**src/rtl/ps2_pkg.sv**
```systemverilog
// Shared PS/2 receive types and scan-code constants.
// The key-to-note decoder imports the same package for its break and extend prefixes.
package ps2_pkg;

   typedef enum logic [1:0] {
      IDLE   = 2'd0,
      DATA   = 2'd1,
      PARITY = 2'd2,
      STOP   = 2'd3
   } ps2_state_e;

   localparam logic [7:0] PS2_BREAK_CODE = 8'hF0;
   localparam logic [7:0] PS2_EXT_CODE   = 8'hE0;

   localparam int PS2_FRAME_LEN = 11;
   localparam int PS2_DATA_BITS = PS2_FRAME_LEN - 3;

   // Odd parity: data bits plus parity bit must hold an odd number of ones.
   function automatic logic ps2_parity_ok(input logic [7:0] d, input logic p);
      return ^{d, p};
   endfunction

endpackage

```
**src/rtl/ps2_sync_filter.sv**
```systemverilog
// 2-FF synchronisers for the PS/2 pins plus a FILTER_LEN-sample glitch filter
// on the clock line that emits a one-cycle strobe on each filtered falling edge.
module ps2_sync_filter #(
   parameter int FILTER_LEN = 8
) (
   input  logic clk,
   input  logic rst,
   input  logic ps2_clk,
   input  logic ps2_data,
   output logic fall,
   output logic data_sync
);

   localparam int CW = $clog2(FILTER_LEN + 1);

   logic [1:0]    clk_sync_q;
   logic [1:0]    data_sync_q;
   logic          filt_q, filt_d;
   logic          fall_q, fall_d;
   logic [CW-1:0] cnt_q, cnt_d;

   // Only an unbroken run of samples that disagree with the filtered level counts.
   always_comb begin
      filt_d = filt_q;
      fall_d = 1'b0;
      cnt_d  = '0;
      if (clk_sync_q[1] != filt_q) begin
         if (cnt_q == CW'(FILTER_LEN - 1)) begin
            filt_d = ~filt_q;
            fall_d = filt_q;
         end else begin
            cnt_d = cnt_q + CW'(1);
         end
      end
   end

   always_ff @(posedge clk or posedge rst) begin
      if (rst) begin
         clk_sync_q  <= 2'b11;
         data_sync_q <= 2'b11;
         filt_q      <= 1'b1;
         fall_q      <= 1'b0;
         cnt_q       <= '0;
      end else begin
         clk_sync_q  <= {clk_sync_q[0], ps2_clk};
         data_sync_q <= {data_sync_q[0], ps2_data};
         filt_q      <= filt_d;
         fall_q      <= fall_d;
         cnt_q       <= cnt_d;
      end
   end

   assign fall      = fall_q;
   assign data_sync = data_sync_q[1];

endmodule

```
**src/rtl/ps2_rx.sv**
```systemverilog
// PS/2 keyboard receiver: deserialises 11-bit frames into one-cycle scan-code pulses.
// Parity checking is enabled by defining PS2_PARITY_CHECK_EN.
module ps2_rx
   import ps2_pkg::*;
#(
   parameter int FILTER_LEN  = 8,
   parameter int TIMEOUT_CYC = 200000
) (
   input  logic       clk,
   input  logic       rst,
   input  logic       ps2_clk,
   input  logic       ps2_data,
   output logic [7:0] key,
   output logic       key_valid,
   output logic       rx_err,
   output logic       busy
);

   localparam int TW = $clog2(TIMEOUT_CYC + 1);

   logic fall;
   logic data_s;

   ps2_sync_filter #(
      .FILTER_LEN (FILTER_LEN)
   ) u_sync (
      .clk       (clk),
      .rst       (rst),
      .ps2_clk   (ps2_clk),
      .ps2_data  (ps2_data),
      .fall      (fall),
      .data_sync (data_s)
   );

   ps2_state_e    state_q, state_d;
   logic [2:0]    bit_cnt_q, bit_cnt_d;
   logic [7:0]    shreg_q, shreg_d;
   logic [TW-1:0] tmo_q, tmo_d;
   logic [7:0]    key_q, key_d;
   logic          key_valid_q, key_valid_d;
   logic          rx_err_q, rx_err_d;
   logic          frame_ok;
   logic          tmo_hit;

`ifdef PS2_PARITY_CHECK_EN
   logic par_q, par_d;
   assign frame_ok = data_s && ps2_parity_ok(shreg_q, par_q);
`else
   assign frame_ok = data_s;
`endif

   assign tmo_hit = (state_q != IDLE) && (tmo_q == TW'(TIMEOUT_CYC - 1));

   always_comb begin
      state_d     = state_q;
      bit_cnt_d   = bit_cnt_q;
      shreg_d     = shreg_q;
      key_d       = '0;
      key_valid_d = 1'b0;
      rx_err_d    = 1'b0;
`ifdef PS2_PARITY_CHECK_EN
      par_d       = par_q;
`endif
      tmo_d = (state_q == IDLE || fall) ? '0 : tmo_q + TW'(1);
      // A stalled frame is abandoned even if an edge arrives in the same cycle.
      if (tmo_hit) begin
         rx_err_d = 1'b1;
         shreg_d  = '0;
         state_d  = IDLE;
         tmo_d    = '0;
      end else if (fall) begin
         unique case (state_q)
            IDLE: begin
               if (!data_s) begin
                  state_d   = DATA;
                  bit_cnt_d = '0;
                  shreg_d   = '0;
               end
            end
            DATA: begin
               shreg_d   = {data_s, shreg_q[7:1]};
               bit_cnt_d = bit_cnt_q + 3'd1;
               if (bit_cnt_q == 3'(PS2_DATA_BITS - 1)) begin
                  state_d = PARITY;
               end
            end
            PARITY: begin
`ifdef PS2_PARITY_CHECK_EN
               par_d   = data_s;
`endif
               state_d = STOP;
            end
            STOP: begin
               if (frame_ok) begin
                  key_d       = shreg_q;
                  key_valid_d = 1'b1;
               end else begin
                  rx_err_d    = 1'b1;
               end
               state_d = IDLE;
            end
         endcase
      end
   end

   always_ff @(posedge clk or posedge rst) begin
      if (rst) begin
         state_q     <= IDLE;
         bit_cnt_q   <= '0;
         shreg_q     <= '0;
         tmo_q       <= '0;
         key_q       <= '0;
         key_valid_q <= 1'b0;
         rx_err_q    <= 1'b0;
`ifdef PS2_PARITY_CHECK_EN
         par_q       <= 1'b0;
`endif
      end else begin
         state_q     <= state_d;
         bit_cnt_q   <= bit_cnt_d;
         shreg_q     <= shreg_d;
         tmo_q       <= tmo_d;
         key_q       <= key_d;
         key_valid_q <= key_valid_d;
         rx_err_q    <= rx_err_d;
`ifdef PS2_PARITY_CHECK_EN
         par_q       <= par_d;
`endif
      end
   end

   assign key       = key_q;
   assign key_valid = key_valid_q;
   assign rx_err    = rx_err_q;
   assign busy      = (state_q != IDLE);

endmodule

```
**config.mk**
```make
export PLATFORM = sky130hd
export DESIGN_NAME = ps2_rx
export DESIGN_NICKNAME = d
export VERILOG_FILES = /design/src/rtl/ps2_pkg.sv /design/src/rtl/ps2_sync_filter.sv /design/src/rtl/ps2_rx.sv
export SDC_FILE = /design/constraint.sdc
export NUM_CORES = 1
export LEC_CHECK = 0
export ABC_CLOCK_PERIOD_IN_PS = 3250
export CAP_MARGIN = 20
export CORE_ASPECT_RATIO = 1.2
export CORE_MARGIN = 1.5
export CORE_UTILIZATION = 62
export DETAILED_ROUTE_END_ITERATION = 8
export PLACE_DENSITY_LB_ADDON = 0.25
export SLEW_MARGIN = 20
export SYNTH_ARGS = -nofsm -noshare
export SYNTH_HDL_FRONTEND = slang
export SYNTH_HIERARCHICAL = 1
export SYNTH_SLANG_ARGS = --single-unit
```
**constraint.sdc**
```tcl
create_clock -name clk -period 3.25 [get_ports clk]
set_clock_uncertainty 0.2 [all_clocks]
set_input_delay 0.4875 -clock clk [delete_from_list [all_inputs] [get_ports clk]]
set_output_delay 0.4875 -clock clk [all_outputs]
set_load 0.03 [all_outputs]
```
==> flow_summary.yaml, run 1 <==
outcome:
  status: "finished, violations left"
  violations: "DRC"
grt:
  grt_start_max_net_pins: 42
  grt-ovfl-total: 0
  antenna_found_initial: 0
  track_usage_pct: 22.0
  grt_pass1_vias: 1594
  grt_pass1_wl_um: 6910
cts:
  clkLatencyLatePin_ns: 0.30
  numCtsBuffers: 5
  cts_hold_buf: 0
  cts_tree: "built"
  htreeDepth: 2
  clkTransAtPathRegs_ns: 0.09
  ctsResizeCount: 0
  clock_path_buffers: 2
  cts-root-buf: "clkbuf_8"
  postCtsSetupRepairBufs: 0
  cts_sinks: 51
logic_synthesis:
  ys_dominant_reg_cell: "dfrtp_1"
  ys_seq_area_share_pct: 56.4
  synthesis.nets: 223
  ys_async_sr_fraction_pct: 100
  synth-edff-count: 0
  synth_cell_types: 37
  synth_area_mm2: 0.00227
  syn_avg_cell_area_um2: 10.8
  synth-warning-count: 6
  ys_ff_latch: 51
  syn_inst: 210
power_and_ir_drop:
  total_power_w: 0.00114
  p_leak_nw: 1.16
  powerDensity_mw_per_mm2: 445
  ir_drop_v: 0.000394
worst_setup_path:
  r2r_setup_slack_ns: 0.98
  worstSetupStartpoint: "state_q[0]"
  crit_type: "flop to output pin"
  cp_max_fo: 10
  cp-end-kind: "output pin"
  cp_slowest_stage_delay_ns: 0.61
  crit_buf_inv: 3
  reg2reg_depth: 6
  crit_path_frequent_cell: "inv_1"
  cp_top_family: "buffers and inverters"
  cp_slowest_cell: "clkdlybuf4s50_1"
  r2r-start: "state_q[0]"
  worstPathArrival_ns: 1.94
  regToRegEndpoint: "bit_cnt_q[0]"
  required_ns: 2.56
  cp_cell_sequence: "inv_1 -> ha_1 -> inv_1 -> clkdlybuf4s50_1"
  start_kind: "flop"
hold_path:
  min_path_type: "flop to flop"
  holdCritStartpoint: "u_sync/data_sync_q[0]"
  holdPathStages: 0
  whs_endpoint: "u_sync/data_sync_q[1]"
timing:
  finalSetupViolCount: 0
  hold_viol: 0
  worst_pin_slew_ns: 0.561
  final.setup.tns_ns: 0
  slew-limit-headroom_pct: 62.6
  max_freq_mhz: 380
  finalCriticalPeriod_ns: 2.63
  whs_ns: 0.161
  fin_crit_sh_pct: 80.9
  slew_violations: 0
  rsz0062_at_grt: "false"
  worst_slack_ns: 0.620
drt:
  drc_errors: 2
  drt_iter0_markers: 90
  wl_per_cell_um: 14.2
  ant_nets: 0
  firstDrtPassIters: 6
  finalWirelength_um: 3770
  vias: 1562
  viasPerCell: 5.87
layout:
  layout.nets: 241
  final_common_cell: "dfrtp_1"
  layout_common_cells: "dfrtp_1 (46), nor2_1 (26), clkdlybuf4s50_1 (14)"
  area_growth_pct: 12.5
  fill_cells: 233
  layout-drive-gt1-share_pct: 8.73
  n_antenna_cell: 0
  utilization_pct: 74.7
placed_design:
  port_buffers: 14
  routabilityCongestion: 0.800
  hpwl_um: 2760
  pre_cts_slack_ns: 0.955
floorplanning:
  num_io_pins: 15
  coreArea_mm2: 0.00342
  die_w_um: 58.3
  die-height_um: 69.4
  start_util_pct: 66.4
  num_rows: 23
  dieArea_mm2: 0.00404
flow_run:
  maxCapViolCount: 0
## stage by stage
| step | instance area, um2 | cells |
|---|---|---|
| floorplan | 2270 | 210 |
| global placement | 2460 | 258 |
| detailed placement | 2460 | 258 |
| CTS | 2560 | 266 |
| global route | 2560 | 266 |
| finish | 2560 | 266 |
## cell usage after synthesis (2+ instances only)
| library cell | number | share of area (%) |
|---|---|---|
| a21oi_1 | 7 | 1.5 |
| o31ai_1 | 2 | 0.66 |
| nor4b_1 | 2 | 0.77 |
| nor2b_1 | 4 | 1.1 |
| ha_1 | 9 | 5.0 |
| inv_1 | 11 | 1.8 |
| nand2b_1 | 2 | 0.55 |
| xor2_1 | 5 | 1.9 |
| and2_1 | 10 | 2.8 |
| or3_1 | 3 | 0.83 |
| o21ai_0 | 5 | 1.1 |
| nand3_1 | 11 | 2.4 |
| nor2_1 | 26 | 4.3 |
| a22oi_1 | 7 | 2.3 |
| nand4_1 | 2 | 0.55 |
| xnor2_1 | 9 | 3.5 |
| dfrtp_1 | 46 | 51 |
| o21ai_1 | 2 | 0.44 |
| nor3_1 | 7 | 1.5 |
| nand2_1 | 10 | 1.7 |
| dfstp_2 | 5 | 5.8 |
| mux2i_1 | 4 | 1.8 |
| or4_1 | 2 | 0.66 |
| nor4_1 | 3 | 0.83 |
| clkbuf_1 | 4 | 0.66 |
## final cells by class
type	count	area (um2)	share of cell area [%]
Clock buffer	6	82.6	3.23
Tap cell	37	46.3	1.81
Sequential cell	51	1280	50.1
Clock inverter	2	16.3	0.636
Multi-Input combinational cell	142	927	36.2
Inverter	11	41.3	1.61
Timing Repair Buffer	17	163	6.36
## flip-flops by register name, summed over array words and instances (netlist names)
name and count:
u_sync/filt_q 1, shreg_q 8, state_q 2, rx_err 1, u_sync/data_sync_q 2, key_valid 1
u_sync/fall 1, u_sync/cnt_q 4, u_sync/clk_sync_q 2, bit_cnt_q 3, tmo_q 18, key 8
## how the worst max path moves through the flow
stage / endpoint / slack [ns] / cells after the start
after floorplan: bit_cnt_q[0] / 1.14 / 7
after global placement: busy / 1.07 / 4
after detailed placement: busy / 0.95 / 4
after CTS: busy / 0.60 / 4
after global routing: busy / 0.48 / 4
final: busy / 0.62 / 4
## logic make-up after synthesis
logic type | after synthesis | share of synthesized area, %
AND/OR/NAND/NOR | 88 | 20.8
XOR/XNOR | 14 | 5.39
adder cells (fa/ha/maj) | 9 | 4.95
AO/OA/AOI/OAI | 25 | 6.71
flip-flops | 51 | 56.4
multiplexers | 6 | 2.92
buffers and inverters | 17 | 2.86
## metal layers
metal	track usage, %	wire length (um)
met1	26.9	1590
met3	5.04	164
met2	37.7	1980
met5	0	0
met4	6.98	41
## report_power, final
group	total (W)	leakage, nW	switching, W	internal (W)
combinational	0.0000779	0.416	0.0000399	0.0000380
clock	0.000376	0.0474	0.000202	0.000174
sequential	0.000685	0.693	0.0000210	0.000664
total	0.00114	1.16	0.000263	0.000876
Power figures use the tool's default switching activity.
==> run 2, diff against run 1 <==
- ABC_CLOCK_PERIOD_IN_PS: 3250 -> 2400
- CORE_UTILIZATION: 62 -> 52
- clock period: 3.25 -> 2.4 ns (I/O delays scaled with it)
==> run 2 against run 1 <==
The run now ends clean. Flip-flop and latch count is the same. Die area up 18%. Routed wire length is 2.8% lower. Power increased by 36%. Sequential share of layout area down 0.51 points. Via count is 3.5% lower. Cell count up 7.5%. Largest power group unchanged. Highest routed layer unchanged.
==> flow_summary.yaml, run 2 (synthesis gave the netlist of run 1 again) <==
layout:
  area_growth_pct: 13.6
  largest-register: "tmo_q"
  seq_area_mm2: 0.00128
  utilization_pct: 61.1
  layout-drive-gt1-share_pct: 9.13
  multi_input_area_um2: 927
  n_antenna_cell: 0
  layout.nets: 242
  fill_cells: 357
  final_common_cell: "dfrtp_1"
  layout_common_cells: "dfrtp_1 (46), nor2_1 (26), clkdlybuf4s50_1 (13)"
  largest_reg_flops: 18
flow_run:
  maxCapViolCount: 0
floorplanning:
  dieArea_mm2: 0.00478
  num_rows: 26
  start_util_pct: 53.8
  num_io_pins: 15
  die-height_um: 75.5
  die_w_um: 63.4
  coreArea_mm2: 0.00423
worst_setup_path:
  crit_type: "flop to output pin"
  reg2reg_depth: 6
  endpoint: "busy"
  worstPathArrival_ns: 1.63
  cp-end-kind: "output pin"
  start_kind: "flop"
  worstSetupStartpoint: "state_q[1]"
  regToRegEndpoint: "bit_cnt_q[0]"
  r2r_setup_slack_ns: 0.27
  r2r-start: "state_q[1]"
  cp_max_fo: 10
  required_ns: 1.84
timing:
  fin_crit_sh_pct: 91.4
  slew-limit-headroom_pct: 65.4
  hold_viol: 0
  finalSetupViolCount: 0
  worst_pin_slew_ns: 0.518
  final.setup.tns_ns: 0
  rsz0062_at_grt: "false"
  max_freq_mhz: 456
  finalCriticalPeriod_ns: 2.19
  slew_violations: 0
cts:
  clkTransAtPathRegs_ns: 0.09
  numCtsBuffers: 5
  cts_tree: "built"
  htreeDepth: 2
  postCtsSetupRepairBufs: 0
  cts-root-buf: "clkbuf_8"
  clkLatencyLatePin_ns: 0.31
  cts_sinks: 51
  clock_path_buffers: 2
grt:
  track_usage_pct: 17.2
  grt_pass1_wl_um: 6240
  grt_pass1_vias: 1361
  grt-ovfl-total: 0
  antenna_found_initial: 0
  grt_start_max_net_pins: 42
drt:
  wl_met2_um: 1840
  drc_errors: 0
  drt_iter0_markers: 84
  wl_per_cell_um: 12.8
  dr.max_layer_used: "met4"
  met1Wirelength_um: 1630
  vias: 1507
  wl_met3_um: 115
  ant_nets: 0
  viasPerCell: 5.27
  firstDrtPassIters: 4
  finalWirelength_um: 3670
power_and_ir_drop:
  p_leak_nw: 1.17
  ir_drop_v: 0.000417
  powerDensity_mw_per_mm2: 600
placed_design:
  port_buffers: 14
  routabilityCongestion: 0.790
  hpwl_um: 2510
hold_path:
  min_path_type: "input port to async pin"
outcome:
  status: "finished, final reports clean"
==> run 2: changes by cell type in the layout (fill, tap and decap cells not counted), sizes merged <==
cell	before	now
inv	11	13
clkdlybuf4s50	14	13
buf	3	4
clkbuf	6	5
dlygate4sd2	0	1
clkinvlp	1	0
==> run 2: what timing repair did <==
action                     4_1_cts  5_1_grt
hold buffers                     0        0
setup endpoints to repair        1        0
gates resized for setup          1        0
==> run 2: final cells by class <==
| class | instances | share of cell area, % |
|---|---|---|
| Sequential cell | 51 | 49.6 |
| Tap cell | 56 | 2.71 |
| Timing Repair Buffer | 18 | 6.53 |
| Multi-Input combinational cell | 142 | 35.9 |
| Inverter | 11 | 1.60 |
| Clock inverter | 3 | 1.02 |
| Clock buffer | 5 | 2.66 |
==> run 2: worst min-delay path by stage <==
stage / endpoint / slack (ns) / cells past startpoint
after global placement: u_sync/clk_sync_q[1] / 0.15 / 0
after floorplan: u_sync/cnt_q[0] / -0.003 / 1
after global routing: u_sync/clk_sync_q[1] / 0.16 / 0
final: u_sync/fall / 0.14 / 2
after CTS: u_sync/fall / 0.15 / 2
after detailed placement: u_sync/data_sync_q[1] / 0.15 / 0
==> run 2: power by group <==
group          switching, W  leakage [nW]  total (W)  internal [W]
combinational     0.0000544         0.426   0.000105     0.0000511
sequential        0.0000277         0.693   0.000927      0.000899
clock              0.000303        0.0491   0.000518      0.000215
==> run 2: worst max-delay path: stages (launching register included) <==
cell           delay [ns]
dfrtp_1              0.43
inv_1                0.13
ha_1                 0.35
inv_1                0.06
dlygate4sd2_1        0.35
==> run 2: per-layer routing <==
metal	track usage [%]	vias to the layer above
met2	27.1	24
li1	-	757
met4	8.70	0
met5	0	-
met1	22.2	720
met3	4.87	6
==> run 2: metrics by stage <==
step / cell area, um2 / setup slack, ns / std cells / hold slack (ns) / power (W)
floorplan: 2270 / 0.291 / 210 / -0.00340 / 0.00102
global placement: 2490 / 0.347 / 278 / 0.146 / 0.00105
detailed placement: 2490 / 0.312 / 278 / 0.147 / 0.00105
CTS: 2580 / 0.197 / 286 / 0.152 / 0.00157
global route: 2580 / 0.0687 / 286 / 0.164 / 0.00163
finish: 2580 / 0.206 / 286 / 0.140 / 0.00155
==> run 3, diff against run 2 <==
- RECOVER_POWER: not set -> 50
==> run 3 against run 2 <==
Clock-buffer cell count unchanged. Combinational power decreased by 4%. Largest cell class unchanged. Critical path depth unchanged. Power decreased by 0.43%. Worst setup slack improved by 0.0010 ns. Non-clock buffer count unchanged. Critical path type unchanged.
==> flow_summary.yaml, run 3 (synthesis gave the netlist of run 1 again) <==
placed_design:
  pre_cts_slack_ns: 0.312
  hpwl_um: 2510
  port_buffers: 14
  routabilityCongestion: 0.790
drt:
  finalWirelength_um: 3630
  viasPerCell: 5.24
  ant_nets: 0
  drc_errors: 0
  wl_per_cell_um: 12.7
  firstDrtPassIters: 4
  vias: 1499
  drt_iter0_markers: 115
power_and_ir_drop:
  p_leak_nw: 1.13
  combPwrFrac_pct: 6.5
  pwr-share-seq_pct: 59.9
  power_frac_clock_pct: 33.6
  powerDensity_mw_per_mm2: 601
  internal_power_w: 0.00116
  swShare_pct: 24.7
  p_sw_w: 0.000381
  ir_drop_v: 0.000417
floorplanning:
  dieArea_mm2: 0.00478
  start_util_pct: 53.8
  die-height_um: 75.5
  coreArea_mm2: 0.00423
  num_rows: 26
  num_io_pins: 15
  die_w_um: 63.4
timing:
  fin_crit_sh_pct: 91.4
  final.setup.tns_ns: 0
  slew_violations: 0
  hold_viol: 0
  worst_slack_ns: 0.207
  rsz0062_at_grt: "false"
  max_freq_mhz: 456
  whs_ns: 0.160
  slew-limit-headroom_pct: 33.3
  worst_pin_slew_ns: 1.00
  finalCriticalPeriod_ns: 2.19
  finalSetupViolCount: 0
cts:
  postCtsSetupRepairBufs: 0
  ctsResizeCount: 1
  numCtsBuffers: 5
  cts-root-buf: "clkbuf_8"
  cts_tree: "built"
  cts_hold_buf: 0
  clkTransAtPathRegs_ns: 0.09
  cts_sinks: 51
  clock_path_buffers: 2
  clkLatencyLatePin_ns: 0.31
  htreeDepth: 2
layout:
  fill_cells: 357
  n_antenna_cell: 0
  layout.nets: 242
  final_common_cell: "dfrtp_1"
  area_growth_pct: 13.0
  multi_input_area_um2: 915
  largest_reg_flops: 18
  layout-drive-gt1-share_pct: 8.70
  seq_area_mm2: 0.00128
  largest-register: "tmo_q"
  layout_common_cells: "dfrtp_1 (46), nor2_1 (26), inv_1 (11), nand3_1 (11)"
worst_setup_path:
  cp_slowest_cell: "dfrtp_1"
  cp_slowest_stage_delay_ns: 0.42
  start_kind: "flop"
  cp_cell_sequence: "inv_1 -> ha_1 -> inv_1 -> dlygate4sd2_1"
  required_ns: 1.84
  cp-end-kind: "output pin"
  cp_max_fo: 10
  crit_type: "flop to output pin"
  crit_path_frequent_cell: "inv_1"
  worstPathArrival_ns: 1.63
grt:
  antenna_found_initial: 0
  track_usage_pct: 17.2
  grt-ovfl-total: 0
  grt_start_max_net_pins: 42
  grt_pass1_vias: 1361
  grt_pass1_wl_um: 6240
flow_run:
  maxCapViolCount: 0
hold_path:
  min_path_type: "flop to flop"
outcome:
  status: "finished, final reports clean"
-- run 3: area by class of cell --
class / instances / share of cell area, %
Inverter: 11 / 1.61
Tap cell: 56 / 2.73
Timing Repair Buffer: 18 / 6.48
Clock inverter: 3 / 1.02
Clock buffer: 5 / 2.68
Multi-Input combinational cell: 142 / 35.6
Sequential cell: 51 / 49.9
-- run 3: power groups by stage --
| stage | clock (W) | sequential, W | combinational (W) |
|---|---|---|---|
| 6_report | 0.000519 | 0.000924 | 0.000101 |
| 5_1_grt | 0.000576 | 0.000929 | 0.000116 |
| 4_1_cts | 0.000535 | 0.000927 | 0.000108 |
| 3_5_place_dp | 0 | 0.000943 | 0.000107 |
| 3_3_place_gp | 0 | 0.000941 | 0.000105 |
| 2_1_floorplan | 0 | 0.000937 | 0.0000839 |
-- run 3: per-layer routing --
| layer | vias to the layer above | GRT usage (%) | part of all wire (%) |
|---|---|---|---|
| met5 | - | 0 | 0 |
| met4 | 0 | 8.70 | 2.2 |
| met3 | 6 | 4.87 | 2.9 |
| met2 | 18 | 27.1 | 50 |
| met1 | 718 | 22.2 | 45 |
| li1 | 757 | - | - |
-- run 3: path summary, 6_finish.rpt --
check | slack [ns] | cells past startpoint | from | end
max | 0.21 | 4 | state_q[0] | busy
max in group asynchronous | 0.77 | 3 | rst | tmo_q[2]
min in group asynchronous | 0.27 | 2 | rst | u_sync/fall
min reg2reg | 0.16 | 0 | u_sync/data_sync_q[0] | u_sync/data_sync_q[1]
max reg2reg | 0.28 | 6 | state_q[0] | bit_cnt_q[0]
min | 0.16 | 0 | u_sync/data_sync_q[0] | u_sync/data_sync_q[1]
-- run 3: critical path, delay by kind of cell, from the launching register on --
family / cells / cell delay [ns]
adder cells (fa/ha/maj): 1 / 0.35
buffers and inverters: 3 / 0.54
flip-flops: 1 / 0.42
-- run 3: stage by stage --
stage	instance area, um2	total power [W]	cells	utilization [%]
after floorplan	2270	0.00102	210	-
after global placement	2490	0.00105	278	58.9
after detailed placement	2490	0.00105	278	58.9
after CTS	2580	0.00157	286	61.1
after global routing	2570	0.00162	286	60.8
final	2570	0.00154	286	60.8
